[src/rtl/konami_addr_decoder.sv]
// konami_addr_decoder: priority base/mask chip-select decoder with per-region wait states and a bank register.
// Optional watchdog built when KONAMI_DECODE_WATCHDOG_EN is defined.
module konami_addr_decoder #(
  parameter int ADDR_W = 16,
  parameter int NREG = 6,
  parameter logic [NREG*ADDR_W-1:0] BASE = '0,
  parameter logic [NREG*ADDR_W-1:0] MASK = '0,
  parameter logic [NREG*4-1:0] WS = '0,
  parameter int BANK_REG = 0,
  parameter int BANK_W = 5,
  parameter int WD_REG = 1,
  parameter int WD_TIMEOUT = 65535
) (
  input  logic              clk,
  input  logic              reset_n,
  input  logic [ADDR_W-1:0] cpu_addr,
  input  logic              cpu_vma,
  input  logic              cpu_rw,
  input  logic [7:0]        cpu_dout,
  output logic [NREG-1:0]   cs_n,
  output logic              cpu_wait_n,
  output logic [BANK_W-1:0] bank,
  output logic              wd_rst_n
);
  localparam logic [1:0] IDLE = 2'd0, WAIT = 2'd1, HOLD = 2'd2;
  logic [1:0] state;
  logic [3:0] cnt;
  logic [NREG-1:0] sel_n;
  logic [3:0] sel_ws;
  logic unused_dout;
  assign unused_dout = ^cpu_dout;
  // walk from the highest index down so the lowest matching region is the last one written
  always_comb begin
    sel_n = '1;
    sel_ws = '0;
    for (int i = NREG - 1; i >= 0; i--)
      if ((cpu_addr & MASK[i*ADDR_W +: ADDR_W]) == (BASE[i*ADDR_W +: ADDR_W] & MASK[i*ADDR_W +: ADDR_W])) begin
        sel_n = ~(NREG'(1) << i);
        sel_ws = WS[i*4 +: 4];
      end
  end
  always_ff @(posedge clk or negedge reset_n)
    if (!reset_n) begin
      state <= IDLE;
      cnt <= '0;
      cs_n <= '1;
      cpu_wait_n <= 1'b1;
      bank <= '0;
    end else
      case (state)
        IDLE:
          if (cpu_vma) begin
            cs_n <= sel_n;
            if (!cpu_rw && !sel_n[BANK_REG]) bank <= cpu_dout[BANK_W-1:0];
            if (sel_ws != 4'd0) begin
              cnt <= sel_ws;
              cpu_wait_n <= 1'b0;
              state <= WAIT;
            end else
              state <= HOLD;
          end
        WAIT:
          if (!cpu_vma) begin
            cs_n <= '1;
            cpu_wait_n <= 1'b1;
            cnt <= '0;
            state <= IDLE;
          end else begin
            cnt <= cnt - 4'd1;
            if (cnt == 4'd1) begin
              cpu_wait_n <= 1'b1;
              state <= HOLD;
            end
          end
        default:
          if (!cpu_vma) begin
            cs_n <= '1;
            state <= IDLE;
          end
      endcase
`ifdef KONAMI_DECODE_WATCHDOG_EN
  localparam int WD_W = $clog2(WD_TIMEOUT + 1) > 16 ? $clog2(WD_TIMEOUT + 1) : 16;
  logic [WD_W-1:0] wd_cnt;
  logic [4:0] wd_pulse;
  logic kick;
  assign kick = state == IDLE && cpu_vma && !cpu_rw && !sel_n[WD_REG];
  // a running pulse always completes its 16 cycles; kicks only clear the counter
  always_ff @(posedge clk or negedge reset_n)
    if (!reset_n) begin
      wd_cnt <= '0;
      wd_pulse <= '0;
      wd_rst_n <= 1'b1;
    end else if (wd_pulse != 5'd0) begin
      wd_pulse <= wd_pulse - 5'd1;
      wd_rst_n <= wd_pulse == 5'd1;
      wd_cnt <= (kick || wd_pulse == 5'd1) ? '0 : wd_cnt;
    end else if (kick)
      wd_cnt <= '0;
    else if (wd_cnt == WD_W'(WD_TIMEOUT - 1)) begin
      wd_cnt <= wd_cnt + 1'b1;
      wd_pulse <= 5'd16;
      wd_rst_n <= 1'b0;
    end else
      wd_cnt <= wd_cnt + 1'b1;
`else
  logic unused_wd;
  assign unused_wd = ^{WD_REG, WD_TIMEOUT};
  assign wd_rst_n = 1'b1;
`endif
endmodule

[config.mk]
export PLATFORM = sky130hd
export DESIGN_NAME = konami_addr_decoder
export DESIGN_NICKNAME = d
export VERILOG_FILES = /design/src/rtl/konami_addr_decoder.sv
export SDC_FILE = /design/constraint.sdc
export NUM_CORES = 1
export LEC_CHECK = 0
export BUFFER_PORTS_ARGS = -buffer_cell sky130_fd_sc_hd__buf_2
export CORE_AREA = 2 2 39 41
export CTS_CLUSTER_DIAMETER = 60
export CTS_CLUSTER_SIZE = 24
export DETAILED_ROUTE_END_ITERATION = 8
export DIE_AREA = 0 0 41 43
export MAX_ROUTING_LAYER = met4
export PLACE_DENSITY = 0.64
export SLEW_MARGIN = 20
export SYNTH_ARGS = -nofsm -noshare
export SYNTH_HDL_FRONTEND = slang
export SYNTH_SLANG_ARGS = --single-unit
[constraint.sdc]
create_clock -name clk -period 1.3 [get_ports clk]
set_input_delay 0.26 -clock clk [delete_from_list [all_inputs] [get_ports clk]]
set_output_delay 0.26 -clock clk [all_outputs]
set_load 0.02 [all_outputs]
* After elaboration in Yosys (flattened, before gate mapping) *
Index checks and enable logic that the tools add are counted.

operators by class
  reduce and logical (&&, ||, !) cells = 5
  mux-type cells = 11
  equal/unequal tests = 7
  bitwise operators = 1
  shift operators = 0
  $mul = 0
  divide/modulo/power cells = 0
  $add $sub $neg = 1
  magnitude comparators = 0

operator list
  operator                                              number
  2-to-1 mux 6 bit                                      3
  2-to-1 mux 2 bit                                      4
  AND reduction 3 bit                                   2
  equality test 4 x 1 -> 1 bit (second input constant)  1
  2-to-1 mux 4 bit                                      1
  != test 2 x 1 -> 1 bit (second input constant)        2
  case mux 2 bit (2 select lines)                       1
  AND reduction 2 bit                                   2
  subtractor 4 x 1 -> 4 bit (second input constant)     1
  != test 3 x 1 -> 1 bit (second input constant)        1
  != test 3 bit (second input constant)                 1
  equality test 2 x 1 -> 1 bit (second input constant)  1
  logical NOT 2 bit                                     1
  2-to-1 mux 1 bit                                      2
  != test 2 bit (second input constant)                 1
  inverter 1 bit                                        1

word-level totals
  memory bits (writable) = 0
  memories = 0
  word-level logic and storage cells = 30
  output and inout port bits = 13
  bits of input ports = 28
  bits in latches = 0
  flip-flop bits (word level) = 18
  bits in read-only memories = 0

* Longest topological paths before layout *
Gate-level depths: netlist of the first run.

  depth in word-level cells = 4
  depth in mapped cells = 2
  depth with buffers taken out = 2

* Worst setup path after synthesis of the first run *
No wires, ideal clock.

  kind = reg2reg
  start = register state[1]
  end = register bank[0]
  data required time = 1175 ps
  arrival = 1019 ps
  clock period less this slack = 1144 ps
  path buffers = 0
  library setup time = 125 ps
  stages on the path, launching flop included = 3
  setup slack = 156 ps
  path through = dfrtp_1 nor3b_4 mux2_2

between the ends
  cells in the longest elaborated chain, start to end = 2

RTL lines
  item                                  RTL line  text
  from (decl)                           26        logic [1:0] state;
  from (signal assigned)                44        state <= IDLE;
  from (signal assigned)                58        state <= WAIT;
  from (signal assigned)                60        state <= HOLD;
  logical NOT 2 bit                     50        case (state)
  AND reduction 3 bit (no source line)  --
  to (signal assigned)                  54        if (!cpu_rw && !sel_n[BANK_REG]) bank <= cpu_dout[BANK_W-1:0];
  to (decl)                             22        output logic [BANK_W-1:0] bank,

Every way passes these cells.
A chain may end at the register's enable or synchronous reset.

* Worst setup path in the final report of the first run *
  start = register state[1]
  end = register bank[4]

Same word-level chain as after synthesis.

==> summary.txt, run 1 <==
Critical path
  • CP startpoint kind: flip-flop
  • Flop-to-flop setup slack: 100 ps
  • CP required: 1430 ps
  • Reg2Reg Depth: 3
  • Critical path cell sequence: nor3b_4, buf_4, mux2_2
  • FF-to-FF Start: state[1]
  • Critical path arrival: 1330 ps
  • Crit Path Max Fanout: 3
  • Crit Reg-Reg Endpoint: bank[4]
  • Setup CP Type: reg2reg
  • Slowest cell on crit path: dfrtp_1
  • Slowest cell delay on critical path: 410 ps
  • Critical path capture point type: flip-flop
  • Critical Path Source: state[1]

Hold path
  • Hold wc startpoint: cpu_vma
  • WHS Endpoint: state[1]
  • Hold depth: 1
  • Worst min path class: in2reg

GRT
  • First-pass GRT wire length: 903 um
  • Largest net degree at the start of global routing: 8
  • Initial antenna violation count: 0
  • Grt ovf: 0
  • Global-route usage over all layers: 0.0850
  • Vias in the first global route: 213

Finish
  • ANT cells: 0
  • Most frequent cells in the layout: 14 x buf_2, 7 x conb_1, 6 x dfrtp_1
  • Area grow syn2layout: 31.1%
  • Fin nets: 72
  • Layout cells sized above 1: 0.605
  • Fill cells: 156
  • Commonest non-fill, non-tap cell in the layout: buf_2

Timing
  • Final Hold Vio Count: 0
  • Clk_skew: 3.04 ps
  • Crit share post-route: 0.924
  • Minimum clock period: 1200 ps
  • Fmax: 0.833 GHz
  • Slew Viols, Final: 0
  • Finish-stage setup viols: 0
  • Setup_tns: 0 ps
  • RSZ-0062 raised after global routing: false

Drt
  • Routed vias/inst: 3.53
  • Final wirelength: 542 um
  • DR vias: 208
  • WL/cell: 9.19 um
  • Pre-antenna DRT Iters: 2
  • Final antenna-violating net count: 0
  • # DRC: 0
  • 1st-iter DRT viols: 1

Placed design
  • Port bufs: 14
  • DPL Wire Length: 439 um
  • Gp weighted congestion: 0.493

Floorplan
  • Core area: 0.00138 mm2
  • Die footprint: 0.00176 mm2
  • Effective utilization at floorplan: 0.239
  • Die Height: 43 um
  • Chip Width: 41 um
  • # rows: 14
  • IO Pins: 41

CTS
  • Clock Latency Late Sink: 240 ps
  • Inserted Clock Buffers: 3
  • Clock root cell: clkbuf_4
  • Clock tree buffer depth: 2
  • H-tree depth: 1
  • CTS tree: built
  • Clock slew at reported path FFs: 50 ps
  • # clock sinks: 7

Power
  • Leakage: 0.222 nW
  • P per Cell Area: 1420 mW/mm2
  • Total power: 613 uW
  • Max IR drop VDD: 0.000657 V

Logic synthesis
  • FF+latch count, synth: 7
  • Distinct cells, synth: 9
  • Synthesized area: 330 um2
  • Yosys warnings: 0
  • Syn Inst Count: 24
  • Sequential fraction of the synthesis area: 0.534
  • Avg Cell Area, Syn: 13.8 um2

Outcome
  • Status: finished clean

Job
  • Max-cap viol count: 0
==> layer usage <==
layer | share of wire | wire [um] | track usage
met1 | 0.39 | 210 | 0.0757
met3 | 0.090 | 49 | 0.0785
met4 | 0 | 0 | 0.0200
met2 | 0.52 | 283 | 0.128
met5 | 0 | 0 | -
==> worst max path at each step <==
stage	endpoint	slack, ps	cells after the start
4_1_cts	bank[4]	10	2
2_1_floorplan	bank[0]	160	2
6_report	bank[4]	100	3
3_3_place_gp	bank[4]	60	2
3_5_place_dp	bank[4]	20	2
5_1_grt	bank[0]	50	3
==> stage by stage <==
stage	util	hold WS (ps)	cells	worst slack, ps	area, um2
4_1_cts	0.302	152	57	10.5	418
2_1_floorplan	-	-35.6	30	156	353
6_report	0.313	156	59	99.2	433
3_5_place_dp	0.276	103	52	18.2	382
3_3_place_gp	0.276	102	52	60.7	382
5_1_grt	0.313	151	59	47.7	433
==> layout make-up <==
type / count / area [um2] / area share
flip-flops and latches: 7 / 176 / 0.408
clock buffers: 4 / 26.3 / 0.0607
inverters: 1 / 3.75 / 0.00867
multi-input cells: 14 / 111 / 0.257
repair buffers: 17 / 95.1 / 0.220
well taps: 16 / 20.0 / 0.0462
==> cells in the mapped netlist <==
library cell,instances,area share
dfstp_2,1,0.080
inv_1,1,0.011
buf_4,7,0.16
dfrtp_1,6,0.45
conb_1,1,0.011
maj3_1,1,0.030
nor3b_4,1,0.057
dlygate4sd1_1,1,0.027
mux2_2,5,0.17
==> timing repair <==
item                                   4_1_cts  5_1_grt
hold buffers                                 1        0
setup endpoints to repair                    0        5
endpoints found under the hold margin        6        0
resized for setup                            0        0
setup buffers                                0        2
==> state kept, by name, summed over array words and instances, names as in the netlist <==
register and flops:
bank 5, state 1, cs_n 1
==> report_power, final <==
group          leakage, nW  total [mW]  switching [mW]  internal, mW
clock network       0.0150       0.190          0.0734         0.117
logic                0.125       0.153          0.0902        0.0628
registers           0.0813       0.270          0.0155         0.255
==> worst max-delay path: cells and delay by family, from the launching register on <==
family                 cells  cell delay, ps
multiplexers               1             330
AND/OR/NAND/NOR            1             190
buffers and inverters      1             160
flip-flops                 1             410
==> logic make-up (layout without fill, tap and decap cells) <==
logic type / Yosys count / in the layout / share of synthesized area
DFF: 7 / 7 / 0.534
and+or+nand+nor: 1 / 1 / 0.0568
buffers and inverters: 9 / 22 / 0.197
muxes: 5 / 5 / 0.170
adders and majority gates: 1 / 1 / 0.0303
other: 1 / 7 / 0.0114
No activity file was read; power rests on OpenSTA's default activity.
==> run 2: changes to the inputs <==
--- a/config.mk
+++ b/config.mk
@@ -5,14 +5,14 @@
 export SDC_FILE = /design/constraint.sdc
 export NUM_CORES = 1
 export LEC_CHECK = 0
-export BUFFER_PORTS_ARGS = -buffer_cell sky130_fd_sc_hd__buf_2
 export CORE_AREA = 2 2 39 41
 export CTS_CLUSTER_DIAMETER = 60
 export CTS_CLUSTER_SIZE = 24
 export DETAILED_ROUTE_END_ITERATION = 8
 export DIE_AREA = 0 0 41 43
+export DONT_BUFFER_PORTS = 1
 export MAX_ROUTING_LAYER = met4
-export PLACE_DENSITY = 0.64
+export PLACE_DENSITY = 0.38
 export SLEW_MARGIN = 20
 export SYNTH_ARGS = -nofsm -noshare
 export SYNTH_HDL_FRONTEND = slang
==> constraint.sdc (replaced) <==
create_clock -name clk -period 1.3 [get_ports clk]
set_input_delay 0.26 -clock clk [delete_from_list [all_inputs] [get_ports clk]]
set_output_delay 0.26 -clock clk [all_outputs]
set_load 0.01 [all_outputs]
==> summary.txt, run 2 (same netlist as run 1, synthesis figures left out) <==
Floorplan
  • # rows: 14
  • IO Pins: 41
  • Chip Width: 41 um
  • Die Height: 43 um
  • Core area: 0.00138 mm2
  • Die footprint: 0.00176 mm2
  • Effective utilization at floorplan: 0.239

Critical path
  • Critical path capture point type: flip-flop
  • Setup CP Type: reg2reg
  • CP required: 1430 ps
  • CP startpoint kind: flip-flop
  • Critical path arrival: 1350 ps
  • Crit Path Max Fanout: 5

Hold path
  • Worst min path class: in2reg

Finish
  • Multi-input combinational cell area: 111 um2
  • Area grow syn2layout: 5.30%
  • Post-route design area: 348 um2
  • Register area: 176 um2
  • Layout cells sized above 1: 0.370
  • Register name with the most flops: bank
  • Biggest regs: bank x5, cs_n x1, state x1
  • Post-layout util: 0.251
  • ANT cells: 0
  • Fin nets: 56
  • Most frequent cells in the layout: 7 x conb_1, 6 x dfrtp_1, 5 x mux2_2
  • Max reg flops: 5
  • Fill cells: 158
  • Commonest non-fill, non-tap cell in the layout: conb_1

Placed design
  • Port bufs: 0
  • DPL Wire Length: 415 um
  • Placed inst area: 312 um2
  • Gp weighted congestion: 0.506

GRT
  • Largest net degree at the start of global routing: 8
  • Global-route usage over all layers: 0.0731
  • Initial antenna violation count: 0
  • First-pass GRT wire length: 717 um
  • Grt ovf: 0
  • Vias in the first global route: 172

Timing
  • Fmax: 0.815 GHz
  • Slew Viols, Final: 0
  • RSZ-0062 raised after global routing: false
  • Hold slack: 41.7 ps
  • Clk_skew: 1.48 ps
  • Crit share post-route: 0.944
  • Setup_tns: 0 ps
  • Final Hold Vio Count: 0
  • Finish-stage setup viols: 0
  • Minimum clock period: 1230 ps

Drt
  • 1st-iter DRT viols: 1
  • Routed vias/inst: 3.58
  • # DRC: 0
  • Final antenna-violating net count: 0
  • WL/cell: 11.5 um
  • DR vias: 154
  • Final wirelength: 494 um
  • Pre-antenna DRT Iters: 2

Power
  • Leakage: 0.155 nW
  • Total power: 542 uW
  • P per Cell Area: 1560 mW/mm2
  • Max IR drop VDD: 0.000600 V

CTS
  • Clock slew at reported path FFs: 50 ps
  • Inserted Clock Buffers: 3
  • Clock Latency Late Sink: 240 ps
  • Clock root cell: clkbuf_4
  • Clock tree buffer depth: 2
  • # clock sinks: 7
  • H-tree depth: 1
  • Post-cts gate resize count: 0
  • CTS tree: built

Outcome
  • Status: finished clean

Job
  • Max-cap viol count: 0
[run 2: timing repair]
item                      4_1_cts  5_1_grt
hold buffers                    1        0
hold endpoints to repair        7        0
setup buffers                   0        0
[run 2: path summary, 6_finish.rpt]
kind                          start  endpoint  slack, ps  cells past startpoint
max in group asynchronous   reset_n   cs_n[0]        670                      1
max                        state[1]   bank[3]         70                      2
min reg2reg                 bank[0]   bank[0]        580                      1
min in group asynchronous   reset_n   bank[4]        340                      1
max reg2reg                state[1]   bank[3]         70                      2
min                         cpu_vma  state[1]         40                      0
[run 2: through the flow]
| step | std cells | worst slack [ps] |
|---|---|---|
| 2_1_floorplan | 30 | 156 |
| 6_report | 43 | 73.0 |
| 4_1_cts | 43 | 43.2 |
| 3_5_place_dp | 38 | 44.2 |
| 3_3_place_gp | 38 | 88.4 |
| 5_1_grt | 43 | 6.67 |
[run 2: critical path, stage by stage, from the launching register on]
cell,delay [ps]
dfrtp_1,410
nor3b_4,320
mux2_2,380
[run 2: per-layer routing]
layer | routed length [um] | vias up | global-route usage | share of wire
li1 | - | 67 | - | -
met1 | 171 | 74 | 0.0613 | 0.35
met2 | 259 | 13 | 0.0938 | 0.52
met3 | 63 | 0 | 0.0838 | 0.13
met5 | 0 | - | - | 0
met4 | 0 | 0 | 0.0400 | 0
[run 2: report_power, final]
group          switching, mW  leakage, nW  internal (mW)  total (mW)
logic                 0.0242       0.0590         0.0297      0.0539
registers             0.0383       0.0813          0.255       0.293
clock network         0.0774       0.0150          0.117       0.194
[run 2: area by class of cell]
class / instances / share of cell area
clock buffers: 4 / 0.0755
multi-input cells: 14 / 0.320
repair buffers: 1 / 0.0288
flip-flops and latches: 7 / 0.507
inverters: 1 / 0.0108
well taps: 16 / 0.0576
